## src/rtl/cpu_clock_ctrl.sv

```systemverilog
// cpu_clock_ctrl: CPU clock-enable generator for a hobby CPU.
// Produces a registered one-cycle cpu_tick at a selectable rate (free run),
// or one tick per debounced press of the step button (single step). A halt
// request from the CPU freezes ticking until run_sw is released.

module cpu_clock_ctrl #(
   parameter int unsigned CLK_DIV     = 12000,
   parameter int unsigned DEBOUNCE_MS = 8
) (
   input  logic       clock_in,
   input  logic       reset,
   input  logic       run_sw,
   input  logic       step_btn,
   input  logic [1:0] speed_sel,
   input  logic       halt_req,
   output logic       cpu_tick,
   output logic       clock_out,
   output logic [1:0] state
);

   localparam int unsigned MS_W = (CLK_DIV > 1) ? $clog2(CLK_DIV) : 1;
   localparam logic [MS_W-1:0] MS_LAST = MS_W'(CLK_DIV - 1);

   localparam int unsigned DB_W = (DEBOUNCE_MS > 1) ? $clog2(DEBOUNCE_MS) : 1;
   localparam logic [DB_W-1:0] DB_LAST = DB_W'(DEBOUNCE_MS - 1);

   typedef enum logic [1:0] {
      ST_STOP   = 2'b00,
      ST_RUN    = 2'b01,
      ST_HALTED = 2'b10
   } state_t;

   // ------------------------------------------------------------------
   // Millisecond prescaler
   // ------------------------------------------------------------------
   logic [MS_W-1:0] ms_cnt;
   logic            ms_tick;

   assign ms_tick = (ms_cnt == MS_LAST);

   // Count clock_in cycles 0..CLK_DIV-1 and wrap.
   always_ff @(posedge clock_in) begin
      if (reset) begin
         ms_cnt <= '0;
      end else if (ms_tick) begin
         ms_cnt <= '0;
      end else begin
         ms_cnt <= ms_cnt + MS_W'(1);
      end
   end

   // ------------------------------------------------------------------
   // Rate counter (speed_sel selects 1/10/100/1000 ms)
   // ------------------------------------------------------------------
   logic [9:0] rate_cnt;
   logic [9:0] rate_last;
   logic [1:0] speed_q;
   logic       speed_chg;
   logic       rate_tick;

   // Decode the terminal count for the selected period.
   always_comb begin
      rate_last = 10'd0;
      unique case (speed_sel)
         2'd0: rate_last = 10'd0;
         2'd1: rate_last = 10'd9;
         2'd2: rate_last = 10'd99;
         2'd3: rate_last = 10'd999;
         default: rate_last = 10'd0;
      endcase
   end

   assign speed_chg = (speed_sel != speed_q);
   assign rate_tick = ms_tick && !speed_chg && (rate_cnt == rate_last);

   // Advance on ms_tick; a speed change restarts the period from zero.
   always_ff @(posedge clock_in) begin
      if (reset) begin
         rate_cnt <= '0;
         speed_q  <= '0;
      end else begin
         speed_q <= speed_sel;
         if (speed_chg) begin
            rate_cnt <= '0;
         end else if (ms_tick) begin
            // >= keeps the counter bounded even if it was ever left above
            // the terminal count.
            if (rate_cnt >= rate_last) begin
               rate_cnt <= '0;
            end else begin
               rate_cnt <= rate_cnt + 10'd1;
            end
         end
      end
   end

   // ------------------------------------------------------------------
   // Step button: synchronizer, debouncer, press detector
   // ------------------------------------------------------------------
   logic [1:0]      sync_q;
   logic            sync_btn;
   logic            db;
   logic            db_q;
   logic [DB_W-1:0] stab_cnt;
   logic            step_press;

   assign sync_btn = sync_q[1];

   // Two-flop synchronizer for the asynchronous button.
   always_ff @(posedge clock_in) begin
      if (reset) begin
         sync_q <= '0;
      end else begin
         sync_q <= {sync_q[0], step_btn};
      end
   end

   // Accept a new level only after DEBOUNCE_MS consecutive disagreeing ms samples.
   always_ff @(posedge clock_in) begin
      if (reset) begin
         db       <= 1'b0;
         stab_cnt <= '0;
      end else if (ms_tick) begin
         if (sync_btn != db) begin
            if (stab_cnt == DB_LAST) begin
               db       <= sync_btn;
               stab_cnt <= '0;
            end else begin
               stab_cnt <= stab_cnt + DB_W'(1);
            end
         end else begin
            stab_cnt <= '0;
         end
      end
   end

   // Delayed copy of db for rising-edge detection.
   always_ff @(posedge clock_in) begin
      if (reset) begin
         db_q <= 1'b0;
      end else begin
         db_q <= db;
      end
   end

   assign step_press = db && !db_q;

   // ------------------------------------------------------------------
   // Control FSM
   // ------------------------------------------------------------------
   state_t state_q;
   state_t state_d;
   logic   tick_d;

   // Next-state and tick request; halt > stop > rate tick in RUN.
   always_comb begin
      state_d = state_q;
      tick_d  = 1'b0;
      unique case (state_q)
         ST_STOP: begin
            if (run_sw) begin
               state_d = ST_RUN;
            end else if (step_press && !halt_req) begin
               tick_d = 1'b1;
            end
         end
         ST_RUN: begin
            if (halt_req) begin
               state_d = ST_HALTED;
            end else if (!run_sw) begin
               state_d = ST_STOP;
            end else if (rate_tick) begin
               tick_d = 1'b1;
            end
         end
         ST_HALTED: begin
            if (!run_sw) begin
               state_d = ST_STOP;
            end
         end
         default: begin
            state_d = ST_STOP;
         end
      endcase
      // Never allow back-to-back pulses, even with a degenerate prescaler.
      if (cpu_tick) begin
         tick_d = 1'b0;
      end
   end

   // State register plus registered tick and its square-wave companion.
   always_ff @(posedge clock_in) begin
      if (reset) begin
         state_q   <= ST_STOP;
         cpu_tick  <= 1'b0;
         clock_out <= 1'b0;
      end else begin
         state_q  <= state_d;
         cpu_tick <= tick_d;
         if (tick_d) begin
            clock_out <= !clock_out;
         end
      end
   end

   assign state = state_q;

endmodule
```

## config.mk

```make
export PLATFORM = sky130hd
export DESIGN_NAME = cpu_clock_ctrl
export DESIGN_NICKNAME = d
export VERILOG_FILES = /design/src/rtl/cpu_clock_ctrl.sv
export SDC_FILE = /design/constraint.sdc
export NUM_CORES = 1
export LEC_CHECK = 0
export ABC_CLOCK_PERIOD_IN_PS = 4200
export CAP_MARGIN = 20
export CORE_MARGIN = 3
export CORE_UTILIZATION = 45
export DETAILED_ROUTE_END_ITERATION = 12
export PLACE_DENSITY = 0.7
export SYNTH_ARGS = -nofsm -noshare
export SYNTH_HDL_FRONTEND = slang
export SYNTH_SLANG_ARGS = --single-unit
export TNS_END_PERCENT = 30
```

## constraint.sdc

```tcl
create_clock -name clock_in -period 4.2 [get_ports clock_in]
set_input_delay 0.84 -clock clock_in [delete_from_list [all_inputs] [get_ports clock_in]]
set_output_delay 0.84 -clock clock_in [all_outputs]
set_load 0.03 [all_outputs]
```

---- Word-level counts from Yosys, hierarchy flattened ----
Index checks and enable logic that the tools add are counted.
word-level totals
  register bits after elaboration ......... 37
  output and inout bits ................... 4
  logic and storage cells ................. 53
cells by class
  $add $sub $neg .......................... 3
  order comparisons ....................... 1
  equal/unequal tests ..................... 11
  multiplexer cells ....................... 15
  reduce and logical (&&, ||, !) cells .... 13
operators by type and width
  cell                                                             number
  10-bit case mux with 4 select lines                              1
  14-bit by 1-bit adder with 14-bit output, second input constant  1
  14-bit == test, second input constant                            1
  10-bit by 1-bit adder with 10-bit output, second input constant  1
  10-bit == test                                                   1
  10-bit greater-or-equal comparator                               1
  10-bit two-way mux                                               1
  2-bit == test, second input constant                             3
  1-bit two-way mux                                                6
  2-bit two-way mux                                                3
  3-bit two-way mux                                                2
  2-bit case mux with 3 select lines                               1
  2-bit by 1-bit == test with 1-bit output, second input constant  2
  1-bit logical AND                                                4
  1-bit zero test                                                  4
  2-bit zero test                                                  2
  2-bit OR reduction                                               2
  3-bit by 1-bit adder with 3-bit output, second input constant    1
  3-bit == test, second input constant                             1
  3-bit AND reduction                                              1
  2-bit != test                                                    1
  2-bit != test, second input constant                             1
  1-bit case mux with 2 select lines                               1
  1-bit != test                                                    1

---- Depth between registers and ports, before layout ----
  depth after elaboration ................. 9
  depth in mapped cells ................... 8
  depth with buffers taken out ............ 8

---- Least setup slack after synthesis ----
OpenSTA, ideal clock, no wires.
  path type ............................... input to register
  from .................................... input port speed_sel[1]
  to ...................................... register rate_cnt[7]
  arrival ................................. 2.437 ns
  path slack .............................. 1.682 ns
  stages .................................. 7
  buffers on the path ..................... 0
  path through ............................ nand2_1 > ha_1 > o21ai_0 > a21oi_1 > o41ai_1 > a21oi_2 > nor3b_1
between the ends
  longest elaborated chain between the ends .. 4
  elaborated cells between the ends (all ways) .. 9
  classes of those cells .................. 1 x order compare; 4 x eq/ne; 2 x mux; 2 x reduce/logical
ends and longest elaborated chain
  element                                line  text
  start, declared                        14    input logic [1:0] speed_sel,
  2-bit == test (tied with other cells)  64    unique case (speed_sel)
  10-bit case mux with 4 select lines    64
  10-bit greater-or-equal comparator     88    if (rate_cnt >= rate_last) begin
  10-bit two-way mux                     88
  end signal, assigned                   91    rate_cnt <= rate_cnt + 10'd1;
  end, declared                          55    logic [9:0] rate_cnt;
Parallel ways exist; a longest one is shown, timed or not. The select of a mux whose other input is x is not followed.
A chain may end at the register's enable or synchronous reset.

---- Final worst setup path ----
  from .................................... input port speed_sel[0]
  to ...................................... register rate_cnt[5]
The elaborated chain is that of the path after synthesis.

==> impl_metrics.json <==
{
  "status": "completed",
  "tns_ns": 0,
  "fp.dieArea_um2": 5000,
  "synthCells": 215,
  "power_density_nw_per_um2": 303,
  "track_usage_pct": 15.7,
  "path_max_fanout": 6,
  "grt_max_degree": 18,
  "via_per_inst": 5.40,
  "synth-async-reset-ratio_pct": 0,
  "area_delta_synth_final_pct": 12.3,
  "clk_path_buf_depth": 2,
  "end_kind": "register",
  "ir_drop_mv": 0.190,
  "relSlewSlack_pct": 54.9,
  "hold_viol_final": 0,
  "grt_pass1_wl_mm": 6.36,
  "period_minus_slack_ns": 2.95,
  "antenna_cells": 0,
  "place_area_um2": 2030,
  "die_y_um": 70.7,
  "layout_common_cells": "dfxtp_1, nand2_1, nor2_1, xor2_1",
  "syn_nets": 235,
  "clkLatencyLatePin_ns": 0.29,
  "grt_pass1_vias": 1426,
  "tightest_slew_ns": 0.671,
  "postRouteWirelength_mm": 3.60,
  "drive_above_1_share_pct": 9.17,
  "hp-class": "register to register",
  "ant_nets": 0,
  "postCtsSetupRepairBufs": 0,
  "cts_num_sinks": 37,
  "nNetsFinal": 248,
  "final-max-slew-violation-count": 0,
  "firstDrtPassIters": 4,
  "synth.avg_cell_area_um2": 8.76,
  "ys.flop_type": "dfxtp_1",
  "io_pins": 11,
  "antenna_found_initial": 0,
  "p_leak_nw": 0.753,
  "critPathKind": "input port to register",
  "synthesis.area_um2": 1880,
  "vias": 1495,
  "placed_cells": 269,
  "dp.final_hpwl_mm": 2.50,
  "ys_ff_latch": 37,
  "arrival_ns": 3.16,
  "rows": 22,
  "cts_buffers": 5,
  "finalClockSkew_ns": 0.00522,
  "max_cap_viol_count": 0,
  "ys_seq_area_share_pct": 39.3,
  "io_buffers": 10,
  "setup_viol": 0,
  "initial_core_util_pct": 48.9,
  "grt_overflow": 0,
  "fmax_ghz": 0.339,
  "cts-resized-gates": 0,
  "final_cells": 277,
  "place_congestion": 0.771,
  "cts_max_level": 2,
  "final_common_cell": "dfxtp_1",
  "fillerInstances": 364,
  "path_clk_slew_ns": 0.07,
  "setup.worst_path.start_class": "input port",
  "fin_hold_ws_ns": 0.442,
  "rrSetupSlack_ns": 1.92,
  "postLayoutCoreUtil_pct": 54.9,
  "drc": 0,
  "cts_tree": "done",
  "ys_types": 39,
  "finalCritPeriodShare_pct": 70.2,
  "rsz0062_at_grt": "false",
  "routedWlPerCell_um": 13.0,
  "core_area_um2": 3850,
  "design_area_um2": 2120,
  "clock-root-buffer": "clkbuf_8",
  "postCtsHoldBufs": 0,
  "yosysWarnings": 0,
  "synth_edf_count": 0,
  "cp.required_ns": 4.41,
  "die_w_um": 70.7,
  "drt_iter0_markers": 74
}
==> stage by stage <==
| step | total power (W) | setup slack (ns) |
|---|---|---|
| floorplan | 0.000391 | 1.68 |
| global placement | 0.000406 | 1.03 |
| detailed placement | 0.000406 | 0.976 |
| CTS | 0.000652 | 1.28 |
| global route | 0.000668 | 1.09 |
| finish | 0.000641 | 1.25 |
==> worst max-delay path, stage by stage <==
cell and delay [ns]:
clkdlybuf4s50_1 0.54, nand2_1 0.15, ha_1 0.33, a211oi_1 0.24, nor2_1 0.07, nor3_1 0.56, a21oi_2 0.22, nor3_1 0.21
==> layer usage <==
metal / vias to the layer above / GRT usage, % / routed length, µm
li1: 794 / - / -
met1: 671 / 19.9 / 1720
met2: 27 / 25.6 / 1690
met3: 3 / 4.83 / 152
met4: 0 / 5.01 / 32
met5: - / 0 / 0
==> cells by family after synthesis <==
kind of cell	share of synthesized area [%]
AOI/OAI and AO/OA	7.37
xor gates and xnor gates	8.83
adders and majority gates	8.63
buffers and inverters	2.99
DFF	39.3
and+or+nand+nor	32.9
==> area by class of cell <==
cell class / instances / area [µm²] / area share (%)
clock buffers: 5 / 68.8 / 3.25
clock inverters: 3 / 17.5 / 0.828
inverters: 7 / 26.3 / 1.24
multi-input cells: 165 / 1090 / 51.4
flip-flops and latches: 37 / 741 / 35.0
well taps: 48 / 60.1 / 2.84
repair buffers: 12 / 115 / 5.44
==> state kept, by name, indices dropped and copies added (netlist names) <==
register	count
sync_q	2
speed_q	2
ms_cnt	14
cpu_tick	1
rate_cnt	10
db	1
stab_cnt	3
clock_out	1
state	2
db_q	1
==> synth_stat cells, drive strengths merged (5+ instances only) <==
cell type / instances / area (µm²)
o21ai: 5 / 25.0
nor2b: 5 / 31.3
nand3: 13 / 65.1
xnor2: 5 / 43.8
inv: 7 / 26.3
a21oi: 13 / 68.8
nor3: 12 / 70.1
nand4: 10 / 62.6
ha: 13 / 163
dfxtp: 37 / 741
nor2: 21 / 78.8
xor2: 14 / 123
nand2: 21 / 78.8
==> worst paths after layout <==
kind                start  depth (start not counted)     endpoint
max          speed_sel[0]                          8  rate_cnt[5]
min             sync_q[0]                          1    sync_q[1]
max reg2reg     ms_cnt[0]                          6    clock_out
min reg2reg     sync_q[0]                          1    sync_q[1]
==> power breakdown <==
group / switching [W] / internal (W) / total, W
Combinational: 0.0000208 / 0.0000169 / 0.0000378
Sequential: 0.00000443 / 0.000356 / 0.000360
Clock: 0.000128 / 0.000114 / 0.000242
Total: 0.000153 / 0.000487 / 0.000641
Note: power is estimated with default switching activity, not from simulation.
==> edit 1 (same settings) <==
`DEBOUNCE_MS`: 8 -> 32.
--- a/src/rtl/cpu_clock_ctrl.sv
+++ b/src/rtl/cpu_clock_ctrl.sv
@@ -5,7 +5,7 @@
 
 module cpu_clock_ctrl #(
    parameter int unsigned CLK_DIV     = 12000,
-   parameter int unsigned DEBOUNCE_MS = 8
+   parameter int unsigned DEBOUNCE_MS = 32
 ) (
    input  logic       clock_in,
    input  logic       reset,
Function: no difference found for any inputs over 10 cycles, from zero or initial values and one cycle with reset high; that may be too few to reach the edited logic, so the function may still have changed.
==> edit 1 against the original RTL <==
- power up 15%
- sequential cell count up 2
- worst setup slack got worse by 260 ps
- first-iteration DRC count up 61%
- maximum frequency down 8.1%
- area after synthesis increased by 8.7%
- via count up 15%
- sequential power rose by 5%
- wire length is 11% higher
- design area up 9.1%
==> edit 1: results (changes against the original RTL) <==
Post-Layout Cell Count: 296 (+6.9%)
WL final: 3.993 mm (+11%)
Final Hold Vio Count: 0 (unchanged)
Post-synthesis sequential area ratio: 0.3812 (-0.01191)
Distinct cells, synth: 44 (+13%)
Max IR drop VDD: 206.1 uV (+8.8%)
Top flop regs: ms_cnt x14, rate_cnt x10, stab_cnt x5
Compound-Gate Fraction of Synth Area: 0.1161 (+0.04236)
Post-DP Area: 2192 sq um (+8.0%)
CTS resizes: 0 (unchanged)
Layout cells sized above 1: 0.06504 (-0.02666)
Commonest cells in the synthesized netlist: dfxtp_1 (39), nand2_1 (23), nor2_1 (19)
First-pass GRT wire length: 7.113 mm (+12%)
Inst Count DP: 288 (+7.1%)
Critical path arrival: 3390 ps (+230 ps)
Inserted Clock Buffers: 5 (unchanged)
Fill count: 374 (+2.7%)
Worst Clk Skew: 5.862 ps (+0.6446 ps)
Final Wtd Congestion: 0.8436 (+9.4%)
Status: completed
Pre-CTS setup slack: 704.0 ps (-272.3 ps)
Largest net degree at the start of global routing: 19 (+1)
Gr usage total: 0.1645 (+0.007299)
Fin nets: 265 (+6.9%)
Max-slew headroom: 0.5466 (-0.002055)
Vias: 1715 (+15%)
Number of DRC markers in iteration 0: 119 (+61%)
Worst-path fanout max: 11 (+5)
Synth Area in Adders: 0.07941 (-0.006908)
Post-synthesis xor/xnor area fraction: 0.05559 (-0.03272)
Post-CTS Setup Bufs: 0 (unchanged)
Leak: 0.8641 nW (+15%)
Vias in the first global route: 1583 (+11%)
Initial antenna violation count: 0 (unchanged)
Top cells by area, synth: dfxtp_1 (38%), ha_1 (7.9%), nand2_1 (4.2%)
HPWL after DPL: 2.875 mm (+15%)
Mapped Nets: 254 (+8.1%)
Mapped Avg Cell Area: 8.753 sq um (-0.13%)
-- edit 1: cell types whose count changed in the layout (fill, tap and decap cells not counted), moves of 4 or more --
cell     before  now
o21ai_1       0    4
nand4_1      10    6
nor4_1        1    5
a221o_1       0    8
xor2_1       14    7
-- edit 1: final timing paths --
| path | startpoint | to | slack, ps | cells after the start |
|---|---|---|---|---|
| setup / recovery | speed_sel[0] | rate_cnt[7] | 990 | 7 |
| hold / removal | sync_q[0] | sync_q[1] | 440 | 1 |
| setup reg to reg | rate_cnt[7] | rate_cnt[7] | 1900 | 5 |
| hold reg to reg | sync_q[0] | sync_q[1] | 440 | 1 |
-- edit 1: worst max-delay path: stages --
cell and delay [ps]:
clkdlybuf4s50_1 570, nand2_1 150, ha_1 340, and4_1 230, nor2b_1 570, nor2_1 300, a221o_1 380
-- edit 1: layout make-up --
| type | count | area [sq um] | area share |
|---|---|---|---|
| Clock buffer | 5 | 68.82 | 0.02981 |
| Clock inverter | 3 | 47.55 | 0.02060 |
| Inverter | 4 | 15.01 | 0.006504 |
| Sequential cell | 39 | 780.7 | 0.3382 |
| Timing Repair Buffer | 11 | 107.6 | 0.04661 |
| Tap cell | 50 | 62.56 | 0.02710 |
| Multi-Input combinational cell | 184 | 1226 | 0.5312 |
-- edit 1: report_power, final --
part           total [W]  switching (W)  internal [W]
Clock           0.000318       0.000138      0.000180
Combinational  0.0000418      0.0000239     0.0000180
Sequential      0.000379     0.00000440      0.000375
Total           0.000739       0.000166      0.000573
-- edit 1: per-layer routing --
layer	track usage	routed length, microns	vias up
li1	-	-	890
met1	0.2180	2010	791
met2	0.2628	1790	28
met3	0.04241	142	6
met4	0.04829	51	0
met5	0	0	-
==> edit 2 (config.mk and constraints unchanged) <==
Made on the original files. Register the inputs `run_sw`, `step_btn`, `speed_sel` and `halt_req` before use. The logic sees them one clock later.
--- a/src/rtl/cpu_clock_ctrl.sv
+++ b/src/rtl/cpu_clock_ctrl.sv
@@ -30,6 +30,18 @@
       ST_HALTED = 2'b10
    } state_t;
 
+   logic run_sw_q;
+   logic step_btn_q;
+   logic [1:0] speed_sel_q;
+   logic halt_req_q;
+
+   always_ff @(posedge clock_in) begin
+      run_sw_q    <= run_sw;
+      step_btn_q  <= step_btn;
+      speed_sel_q <= speed_sel;
+      halt_req_q  <= halt_req;
+   end
+
    // ------------------------------------------------------------------
    // Millisecond prescaler
    // ------------------------------------------------------------------
@@ -61,7 +73,7 @@
    // Decode the terminal count for the selected period.
    always_comb begin
       rate_last = 10'd0;
-      unique case (speed_sel)
+      unique case (speed_sel_q)
          2'd0: rate_last = 10'd0;
          2'd1: rate_last = 10'd9;
          2'd2: rate_last = 10'd99;
@@ -70,7 +82,7 @@
       endcase
    end
 
-   assign speed_chg = (speed_sel != speed_q);
+   assign speed_chg = (speed_sel_q != speed_q);
    assign rate_tick = ms_tick && !speed_chg && (rate_cnt == rate_last);
 
    // Advance on ms_tick; a speed change restarts the period from zero.
@@ -79,7 +91,7 @@
          rate_cnt <= '0;
          speed_q  <= '0;
       end else begin
-         speed_q <= speed_sel;
+         speed_q <= speed_sel_q;
          if (speed_chg) begin
             rate_cnt <= '0;
          end else if (ms_tick) begin
@@ -111,7 +123,7 @@
       if (reset) begin
          sync_q <= '0;
       end else begin
-         sync_q <= {sync_q[0], step_btn};
+         sync_q <= {sync_q[0], step_btn_q};
       end
    end
 
@@ -158,23 +170,23 @@
       tick_d  = 1'b0;
       unique case (state_q)
          ST_STOP: begin
-            if (run_sw) begin
+            if (run_sw_q) begin
                state_d = ST_RUN;
-            end else if (step_press && !halt_req) begin
+            end else if (step_press && !halt_req_q) begin
                tick_d = 1'b1;
             end
          end
          ST_RUN: begin
-            if (halt_req) begin
+            if (halt_req_q) begin
                state_d = ST_HALTED;
-            end else if (!run_sw) begin
+            end else if (!run_sw_q) begin
                state_d = ST_STOP;
             end else if (rate_tick) begin
                tick_d = 1'b1;
             end
          end
          ST_HALTED: begin
-            if (!run_sw) begin
+            if (!run_sw_q) begin
                state_d = ST_STOP;
             end
          end
Formal check against the unedited RTL: not equivalent (Yosys sat finds a counterexample within 4 cycles, from zero or initial values and one cycle with reset high).
==> edit 2 against the original RTL <==
- clock power up 11%
- non-clock buffer count unchanged
- wire length is 4.1% higher
- worst setup slack improved by 310 ps
- maximum frequency grew 12%
- design area is 5.4% higher
- area after synthesis increased by 5.0%
- count of clock-buffer cells in the layout rose by 1
- global-route usage rose by 0.42 points
- synthesized cell count up 1.9%
- power up 12%
- sequential cell count increased by 5
- largest power group unchanged
- highest routed layer unchanged
==> edit 2: results (changes against the original RTL) <==
Max-slew headroom: 0.5218 (-0.02686)
Top cells by area, synth: dfxtp_1 (43%), ha_1 (8.2%), xor2_1 (4.4%)
Max IR drop VDD: 177.9 uV (-6.1%)
Fill count: 388 (+6.6%)
Fin nets: 253 (+2.0%)
WL met3: 181 microns (+19%)
WL met1: 1.889 mm (+9.6%)
Post-synthesis xor/xnor area fraction: 0.05756 (-0.03075)
Synth Area in Adders: 0.08223 (-0.004095)
Gr usage total: 0.1614 (+0.004205)
Worst Clk Skew: 3.307 ps (-1.911 ps)
First-pass GRT wire length: 6.817 mm (+7.2%)
Mapped Nets: 239 (+1.7%)
Post-DR wirelength/cell: 13.20 microns (+1.5%)
Pre-CTS setup slack: 1296 ps (+319.3 ps)
Compound-Gate Fraction of Synth Area: 0.1075 (+0.03382)
Vias in the first global route: 1527 (+7.1%)
Layout cells sized above 1: 0.06410 (-0.02760)
Status: completed
Distinct cells, synth: 36 (-7.7%)
Metal2 WL: 1.619 mm (-4.4%)
HPWL after DPL: 2.682 mm (+7.4%)
Final Wtd Congestion: 0.9077 (+18%)
Commonest cells in the synthesized netlist: dfxtp_1 (42), nand2_1 (22), nor2_1 (18)
Worst-path fanout max: 17 (+11)
edit 2: changes by cell type in the layout (fill, tap and decap cells not counted), moves of 4 or more:
cell and change:
a221o_1 +8, dfxtp_1 +5, nand4_1 -5, nor4_1 +6
xor2_1 -4
edit 2: logic make-up (layout without fill, tap and decap cells):
group | count (synthesis) | after routing
simple gates | 111 | 111
buf+inv | 9 | 24
fa+ha+maj | 13 | 13
compound gates | 31 | 31
flops | 42 | 42
xor+xnor | 13 | 13
edit 2: area by class of cell:
cell class,count,area [sq um],area share
clock buffers,6,82.58,0.03702
clock inverters,2,12.51,0.005609
inverters,4,15.01,0.006730
multi-input cells,168,1102,0.4941
flip-flops and latches,42,840.8,0.3769
well taps,50,62.56,0.02804
repair buffers,12,115.1,0.05160
edit 2: worst paths after layout:
path,from,to,slack [ps],cells after the start
min,sync_q[0],sync_q[1],440,1
max reg2reg,speed_sel_q[0],rate_cnt[5],1690,6
min reg2reg,sync_q[0],sync_q[1],440,1
max,reset,rate_cnt[4],1560,6
edit 2: through the flow:
stage	instances	hold slack (ps)	cell area [sq um]
detailed placement	276	429.1	2136
floorplan	219	413.8	1978
finish	284	440.1	2231
CTS	284	448.7	2231
global route	284	465.6	2231
global placement	276	419.0	2136
edit 2: critical path: stages:
cell and delay, ps:
clkdlybuf4s50_1 400, buf_4 190, nor3_1 590, nand2_1 350, nor4b_1 340, a221o_1 160
edit 2: metal layers:
metal  up-vias  global-route usage
li1        842                   -
met1       726              0.2222
met2        35              0.2376
met3         7             0.04848
met4         0             0.06054
met5         -                   0
edit 2: power by group:
part           internal, W  total [W]  switching (W)
registers         0.000406   0.000412     0.00000671
logic            0.0000174  0.0000389      0.0000215
clock network     0.000132   0.000268       0.000136
